[src/rtl/fact_param_if.sv]
// fact_param_if: start/operand/result bundle between a requester and the
// fact_param factorial engine.
//   master : requester side (drives go/in, observes status and result)
//   slave  : engine side
interface fact_param_if #(
  parameter int IN_W  = 4,
  parameter int OUT_W = 32
);
  logic             go;
  logic [IN_W-1:0]  in;
  logic             done;
  logic             error;
  logic             busy;
  logic [1:0]       cs;
  logic [OUT_W-1:0] result;

  modport master (
    output go, in,
    input  done, error, busy, cs, result
  );

  modport slave (
    input  go, in,
    output done, error, busy, cs, result
  );
endinterface

[src/rtl/fact_param.sv]
// fact_param: iterative factorial engine (n! by repeated multiply-decrement).
// A start is accepted in IDLE when go is high; the operand is latched then and
// later changes on bus.in are ignored.  Overflow is detected on the full
// 2*OUT_W-bit product, so every result that fits OUT_W bits is exact.
//
// Optional build macro FACT_SATURATE_EN: on overflow the result register is
// loaded with all ones instead of zero.  Exit rules are the same either way.
module fact_param #(
  parameter int IN_W  = 4,
  parameter int OUT_W = 32
) (
  input  logic         clk,
  input  logic         rst,
  fact_param_if.slave  bus
);

  typedef enum logic [1:0] {
    ST_IDLE = 2'd0,
    ST_CALC = 2'd1,
    ST_DONE = 2'd2,
    ST_ERR  = 2'd3
  } state_t;

  localparam logic [IN_W-1:0]  CNT_ONE  = IN_W'(1'b1);
  localparam logic [OUT_W-1:0] PROD_ONE = OUT_W'(1'b1);
  localparam logic [OUT_W-1:0] RES_ZERO = {OUT_W{1'b0}};
`ifdef FACT_SATURATE_EN
  localparam logic [OUT_W-1:0] OVF_RESULT = {OUT_W{1'b1}};
`else
  localparam logic [OUT_W-1:0] OVF_RESULT = {OUT_W{1'b0}};
`endif

  state_t             state_r, state_next_s;
  logic [OUT_W-1:0]   prod_r, prod_next_s;
  logic [IN_W-1:0]    cnt_r, cnt_next_s;
  logic [OUT_W-1:0]   result_r, result_next_s;

  // Both factors are widened to 2*OUT_W so the upper half exposes overflow.
  logic [2*OUT_W-1:0] prod_wide_s;
  logic [2*OUT_W-1:0] cnt_wide_s;
  logic [2*OUT_W-1:0] full_s;
  logic               ovf_s;

  assign prod_wide_s = {{OUT_W{1'b0}}, prod_r};
  assign cnt_wide_s  = {{(2*OUT_W-IN_W){1'b0}}, cnt_r};
  assign full_s      = prod_wide_s * cnt_wide_s;
  assign ovf_s       = (full_s[2*OUT_W-1:OUT_W] != {OUT_W{1'b0}});

  // Status flags are pure decodes of the state register, so they change on
  // exactly the edge that changes state.
  assign bus.cs     = state_r;
  assign bus.busy   = (state_r == ST_CALC);
  assign bus.done   = (state_r == ST_DONE);
  assign bus.error  = (state_r == ST_ERR);
  assign bus.result = result_r;

  // State and datapath registers; rst aborts any computation immediately.
  always_ff @(posedge clk or posedge rst) begin
    if (rst) begin
      state_r  <= ST_IDLE;
      prod_r   <= PROD_ONE;
      cnt_r    <= {IN_W{1'b0}};
      result_r <= RES_ZERO;
    end else begin
      state_r  <= state_next_s;
      prod_r   <= prod_next_s;
      cnt_r    <= cnt_next_s;
      result_r <= result_next_s;
    end
  end

  // Next-state and datapath update: one multiply-decrement step per CALC cycle.
  always_comb begin
    state_next_s  = state_r;
    prod_next_s   = prod_r;
    cnt_next_s    = cnt_r;
    result_next_s = result_r;
    case (state_r)
      ST_IDLE: begin
        if (bus.go) begin
          cnt_next_s   = bus.in;
          prod_next_s  = PROD_ONE;
          state_next_s = ST_CALC;
        end else begin
          state_next_s = ST_IDLE;
        end
      end
      ST_CALC: begin
        // cnt of 0 or 1 both finish with the running product (0! = 1! = 1).
        if (cnt_r <= CNT_ONE) begin
          result_next_s = prod_r;
          state_next_s  = ST_DONE;
        end else if (ovf_s) begin
          result_next_s = OVF_RESULT;
          state_next_s  = ST_ERR;
        end else begin
          prod_next_s  = full_s[OUT_W-1:0];
          cnt_next_s   = cnt_r - CNT_ONE;
          state_next_s = ST_CALC;
        end
      end
      ST_DONE: begin
        if (bus.go) begin
          state_next_s = ST_DONE;
        end else begin
          state_next_s = ST_IDLE;
        end
      end
      ST_ERR: begin
        if (bus.go) begin
          state_next_s = ST_ERR;
        end else begin
          state_next_s = ST_IDLE;
        end
      end
      default: begin
        state_next_s = ST_IDLE;
      end
    endcase
  end

endmodule

[src/flat_wrapper.sv]
// flat-port wrapper written by rule: the top's interface ports become plain ports
module fact_param_flat 
#(
  parameter int IN_W  = 4,
  parameter int OUT_W = 32
)
  (clk, rst, bus_go, bus_in, bus_done, bus_error, bus_busy, bus_cs, bus_result);
  fact_param_if #(.IN_W(IN_W), .OUT_W(OUT_W)) bus_i ();
  input  logic clk;
  input  logic rst;
  input wire logic [$bits(bus_i.go)-1:0] bus_go;
  input wire logic [$bits(bus_i.in)-1:0] bus_in;
  output wire logic [$bits(bus_i.done)-1:0] bus_done;
  output wire logic [$bits(bus_i.error)-1:0] bus_error;
  output wire logic [$bits(bus_i.busy)-1:0] bus_busy;
  output wire logic [$bits(bus_i.cs)-1:0] bus_cs;
  output wire logic [$bits(bus_i.result)-1:0] bus_result;
  assign bus_i.go = bus_go;
  assign bus_i.in = bus_in;
  assign bus_done = bus_i.done;
  assign bus_error = bus_i.error;
  assign bus_busy = bus_i.busy;
  assign bus_cs = bus_i.cs;
  assign bus_result = bus_i.result;
  fact_param #(.IN_W(IN_W), .OUT_W(OUT_W)) u_core (.clk(clk), .rst(rst), .bus(bus_i));
endmodule
[config.mk]
export PLATFORM = sky130hd
export DESIGN_NAME = fact_param_flat
export DESIGN_NICKNAME = d
export VERILOG_FILES = /design/src/rtl/fact_param_if.sv /design/src/rtl/fact_param.sv /design/src/flat_wrapper.sv
export SDC_FILE = /design/constraint.sdc
export NUM_CORES = 1
export LEC_CHECK = 0
export CORE_MARGIN = 5
export CORE_UTILIZATION = 45
export CTS_CLUSTER_SIZE = 14
export DETAILED_ROUTE_END_ITERATION = 16
export PLACE_DENSITY = 0.66
export SETUP_SLACK_MARGIN = 0.5
export SLEW_MARGIN = 20
export SYNTH_ARGS = -nofsm -noshare
export SYNTH_HDL_FRONTEND = slang
export SYNTH_SLANG_ARGS = --single-unit
[constraint.sdc]
create_clock -name clk -period 4.1 [get_ports clk]
set_clock_uncertainty 0.1 [all_clocks]
set_input_delay 0.82 -clock clk [delete_from_list [all_inputs] [get_ports clk]]
set_output_delay 0.82 -clock clk [all_outputs]
set_load 0.02 [all_outputs]
Yosys cells after proc, flatten, opt, wreduce, memory -nomap -nowiden
Index checks and enable logic that the tools add are counted.
Storage, ports and cells
  flip-flop bits (word level): 70
  input port bits: 7
  word-level logic and storage cells: 35
Cells by class
  $add $sub $neg: 1
  multiply operators: 1
  order comparisons: 1
  eq/ne operators: 6
  multiplexer cells: 16
  reduce and logical (&&, ||, !) cells: 6
Operator list (count)
  32-bit 2-to-1 mux: 5
  32-bit one-hot mux with 2 select lines: 1
  32-bit by 4-bit multiplier with 36-bit output: 1
  32-bit nonzero test: 1
  4-bit 2-to-1 mux: 3
  2-bit 2-to-1 mux: 4
  2-bit one-hot mux with 4 select lines: 1
  4-bit one-hot mux with 2 select lines: 1
  2-bit != test, second input constant: 3
  2-bit == test, second input constant: 2
  4-bit by 1-bit less-or-equal comparator with 1-bit output, second input constant: 1
  4-bit AND reduction: 1
  2-bit nonzero test: 2
  4-bit by 1-bit subtractor with 4-bit output, second input constant: 1
  2-bit by 1-bit == test with 1-bit output, second input constant: 1
  2-bit zero test: 1
  2-bit AND reduction: 1
  1-bit 2-to-1 mux: 1

Depth between registers and ports, before layout
  word-level depth: 5
  gate-level depth with buffers: 19
  mapped depth without buffers: 15

Worst setup path before layout
Ideal clock, no wire load.
  kind: register to register
  from: register u_core.cnt_r[2]
  to: register u_core.result_r[0] (netlist: u_core.bus.result[0])
  library setup time: 121 ps
  arrival: 4340 ps
  setup slack: -461 ps
  cell stages (with the launch flop): 19
  path buffers: 3
  clock period less this slack: 4561 ps
  path through: dfrtp_1 -> clkbuf_1 -> clkbuf_1 -> nand2_1 -> fa_1 -> inv_1 -> fa_1 -> inv_1 -> fa_1 -> nand2b_1 -> a21oi_1 -> o211ai_1 -> o21a_1 -> o21ai_1 -> a41oi_2 -> xor2_2 -> a31o_2 -> buf_6 -> a22o_1
Between the ends
  cells in the longest elaborated chain, start to end: 4
  elaborated cells between the ends (all ways): 6
  classes of those cells: mul (1); order compare (1); mux (1); reduce/logical (3)
RTL lines
  from (decl): RTL line fact_param.sv:35  | logic [IN_W-1:0] cnt_r, cnt_next_s;
  from (signal assigned): RTL line fact_param.sv:62  | cnt_r <= {IN_W{1'b0}};
  from (signal assigned): RTL line fact_param.sv:67  | cnt_r <= cnt_next_s;
  32-bit by 4-bit multiplier with 36-bit output: RTL line fact_param.sv:46  | assign full_s = prod_wide_s * cnt_wide_s;
  32-bit nonzero test: RTL line fact_param.sv:47  | assign ovf_s = (full_s[2*OUT_W-1:OUT_W] != {OUT_W{1'b0}});
  2-bit nonzero test (no source line)
  2-bit AND reduction (no source line)
  to (signal assigned): RTL line fact_param.sv:68  | result_r <= result_next_s;
  to (decl): RTL line fact_param.sv:36  | logic [OUT_W-1:0] result_r, result_next_s;
Several ways; a longest one is shown, not always the timed one.
A chain may end at the register's enable or synchronous reset.

Worst setup path after layout
  from: register u_core.cnt_r[3]
  to: register u_core.prod_r[28]
Between the ends
  cells in the longest elaborated chain, start to end: 4
  elaborated cells between the ends (all ways): 9
  classes of those cells: mul (1); order compare (1); eq/ne (2); mux (3); reduce/logical (2)
RTL lines
  32-bit by 4-bit multiplier with 36-bit output: RTL line fact_param.sv:46
  32-bit nonzero test or 32-bit 2-to-1 mux (tied branches): RTL line fact_param.sv:47, fact_param.sv:93
  2-bit != test (no source line) or 32-bit 2-to-1 mux (tied branches)
  4-bit AND reduction (no source line) or 32-bit one-hot mux with 2 select lines (tied branches)
  to (signal assigned): RTL line fact_param.sv:66  | prod_r <= prod_next_s;
  to (decl): RTL line fact_param.sv:34  | logic [OUT_W-1:0] prod_r, prod_next_s;
Several ways; a longest one is shown, not always the timed one. The select of a mux whose other input is x is not followed.

==> results_dict.tcl <==
set metrics [dict create \
    cp.arrival_ps 4740 \
    critPathKind "reg -> reg" \
    slew_violations 0 \
    drtIter0Drc 312 \
    cap_violations 0 \
    vias 6261 \
    routed_via_density 5.200 \
    nets 1092 \
    regArea_um2 1755 \
    maxUsedRoutingLayer "met4" \
    rsz0062_at_grt "true" \
    ys_warn_count 0 \
    grt.total_usage 0.2214 \
    synth.net_count 915 \
    period_minus_slack_ps 4611 \
    clock-root-buffer "clkbuf_16" \
    final-hold-violation-count 0 \
    met1_length_mm 8.922 \
    power.internal_mw 5.064 \
    crit_path_end_kind "register" \
    syn_area_um2 7157 \
    fill_cells 1309 \
    p_switching_mw 4.074 \
    place_worst_setup_slack_ps -608.8 \
    place.gp.congestion 0.8909 \
    fin_tns_setup_ps -33030 \
    yosysSeqAreaShare 0.2449 \
    hold_depth 1 \
    crit_slowest_cell "fa_1" \
    relSlewSlack 0.4156 \
    ys_types 60 \
    io_buffers 43 \
    startpoint "u_core.cnt_r[3]" \
    path_delay_family "adder cells" \
    tritoncts "built" \
    io-pin-count 44 \
    clkPwrFrac 0.102 \
    ys_async_sr_fraction 1.000 \
    n_antenna_cell 0 \
    syn_inst 806 \
    worstMarginPinSlew_ps 876.5 \
    multi_input_area_um2 5200 \
    clkTransAtPathRegs_ps 60 \
    p_sw_frac 0.4458 \
    placeableCoreArea_um2 15770 \
    area.growth.synth_to_final_pct 39.13 \
    cts_hold_buf 0 \
    fp.dieW_um 136.1 \
    grt-ovfl-total 0 \
    hp-class "reg -> reg" \
    clk_latency_ps 350 \
    clockBufferDepth 2 \
    cp_cell_sequence "buf_12 > and2_4 > fa_1 > inv_1 > fa_1 > inv_2 > ha_4 > nand4_1 > nor4_2 > nand3_2 > a31oi_4 > o221ai_2 > xnor2_2 > nor4b_4 > buf_4 > nand3_4 > buf_6 > buf_4 > mux2i_1" \
    ys.flop_type "dfrtp_1" \
    setup_violations 69 \
    clock_sinks 70 \
    cp_max_fo 18 \
    final_area_um2 9957 \
    pwr-share-seq 0.129 \
    combPwrFrac 0.769 \
    synth_edf_count 0 \
    dpl.hpwl_mm 13.88 \
    ir_drop_uv 480.1 \
    wl_per_cell_um 16.29 \
    grt_pass1_wl_mm 32.22 \
    drt_wl_total_mm 19.61 \
    htreeDepth 3 \
    power_density_nw_per_um2 917.7 \
    grt_max_degree 33 \
    drtPass1Iterations 5 \
    ant_nets 0 \
    die-area_um2 18530 \
    fin_cells 1204 \
    wl_met2_mm 9.561 \
    rr_worst_depth 19 \
    grt_pass1_vias 6439 \
    routed-wl-met3_um 717 \
    cp_data_required_time_ps 4230 \
    die_y_um 136.1 \
    dp_cells 1170 \
    p_leak_nw 4.908 \
    syn_area_per_cell_um2 8.879 \
    drive_gt1_frac 0.2773 \
    drc 0 \
    path_depth 19 \
    status "finished with violations" \
    clock.fmax_mhz 216.9 \
    place_area_um2 8990 \
    crit_buf_inv 6 \
    fin_crit_sh 1.125 \
    ys_ff_latch 70 \
    reg2reg_slack_ps -510 \
    violations "negative setup slack" \
    r2r-start "u_core.cnt_r[3]" \
    cpPeakStageDelay_ps 540 \
    initial_core_util 0.4538 \
    antenna_found_initial 0 \
    cts_buffers 9 \
    rows 46 \
    setup_ws_ps -510.6 \
    startpoint_type "register" \
    hp-start "u_core.bus.result[19]" \
]
==> worst paths after layout <==
check,endpoint
min in group asynchronous,u_core.bus.result[23]
hold reg to reg,u_core.bus.result[19]
setup reg to reg,u_core.prod_r[28]
max in group asynchronous,u_core.prod_r[0]
hold / removal,u_core.bus.result[19]
setup / recovery,u_core.prod_r[28]
==> registers in the layout (all words and copies together) (netlist names) <==
register           flops
u_core.prod_r         32
u_core.bus.result     32
u_core.bus.cs          2
u_core.cnt_r           4
==> cells in the mapped netlist (all sizes together) (17+ instances only) <==
cell type | n | share of area
a21oi | 34 | 0.025
a22o | 32 | 0.039
and2 | 95 | 0.083
clkbuf | 24 | 0.013
dfrtp | 69 | 0.24
fa | 60 | 0.17
ha | 42 | 0.073
inv | 129 | 0.068
mux2i | 32 | 0.045
nand2 | 95 | 0.050
nor2 | 25 | 0.013
o21ai | 26 | 0.018
xnor2 | 17 | 0.021
==> per-stage QoR <==
step                hold slack [ps]  utilization  total power, mW
detailed placement            381.8       0.5701            7.177
global placement              381.6       0.5701            7.080
global route                  411.0       0.6314            9.899
finish                        395.1       0.6314            9.138
CTS                           402.6       0.6187            8.888
floorplan                     430.9            -            5.178
==> cells by family (layout without fill, tap and decap cells) <==
kind of cell	count (synthesis)	count (layout)	synth area share
compound gates	142	142	0.1423
xor+xnor	31	31	0.03899
fa+ha+maj	102	102	0.2413
buf+inv	168	350	0.09773
flops	70	70	0.2449
mux	32	32	0.04476
simple gates	261	261	0.1900
==> cell usage in the layout, fill, tap and decap left out, types with 3 or more instances in the layout <==
cell type / instances
a31oi_1: 5
o21a_1: 4
nand4_1: 10
clkdlybuf4s50_1: 43
inv_1: 124
o21ai_2: 3
and2_1: 74
bufinv_16: 3
fa_1: 59
nor3_1: 4
o21ai_1: 5
nand2b_1: 3
a21oi_1: 23
buf_6: 9
nand2_1: 93
nor2b_1: 3
clkbuf_16: 9
nor2_1: 23
a22o_1: 32
xor2_1: 13
buf_16: 3
and2_4: 21
buf_12: 8
nor4_2: 3
xnor2_1: 15
buf_4: 139
o211ai_1: 5
dfrtp_1: 67
nand3_1: 8
mux2i_1: 32
inv_2: 4
a21oi_2: 10
ha_1: 20
a21o_1: 5
ha_4: 20
o21ai_0: 17
==> per-layer routing <==
metal / global-route usage / vias to the layer above
met5: 0 / -
met4: 0.07335 / 0
met3: 0.03553 / 29
met2: 0.3668 / 127
met1: 0.2964 / 3111
li1: - / 2994
==> cell type report <==
type                    count  share of cell area
multi-input cells         568              0.5222
clock buffers               9             0.02262
inverters                 129             0.04876
repair buffers            205              0.1906
flip-flops and latches     70              0.1763
well taps                 216             0.02714
clock inverters             7             0.01231
==> repair_timing <==
item                                    4_1_cts  5_1_grt
resized for setup                            33       36
buffers inserted                             10        3
endpoints found under the setup margin       69       69
cloned                                        5        0
hold endpoints to repair                      0        0
pin swaps                                    17       22
==> power by group through the flow <==
stage | combinational (mW) | clock (mW) | sequential [mW]
after floorplan | 3.91 | 0 | 1.27
after global placement | 5.91 | 0 | 1.17
after detailed placement | 6.00 | 0 | 1.17
after CTS | 6.76 | 0.957 | 1.17
after global routing | 7.71 | 0.978 | 1.21
final | 7.03 | 0.936 | 1.17
No activity file was read; power rests on OpenSTA's default activity.
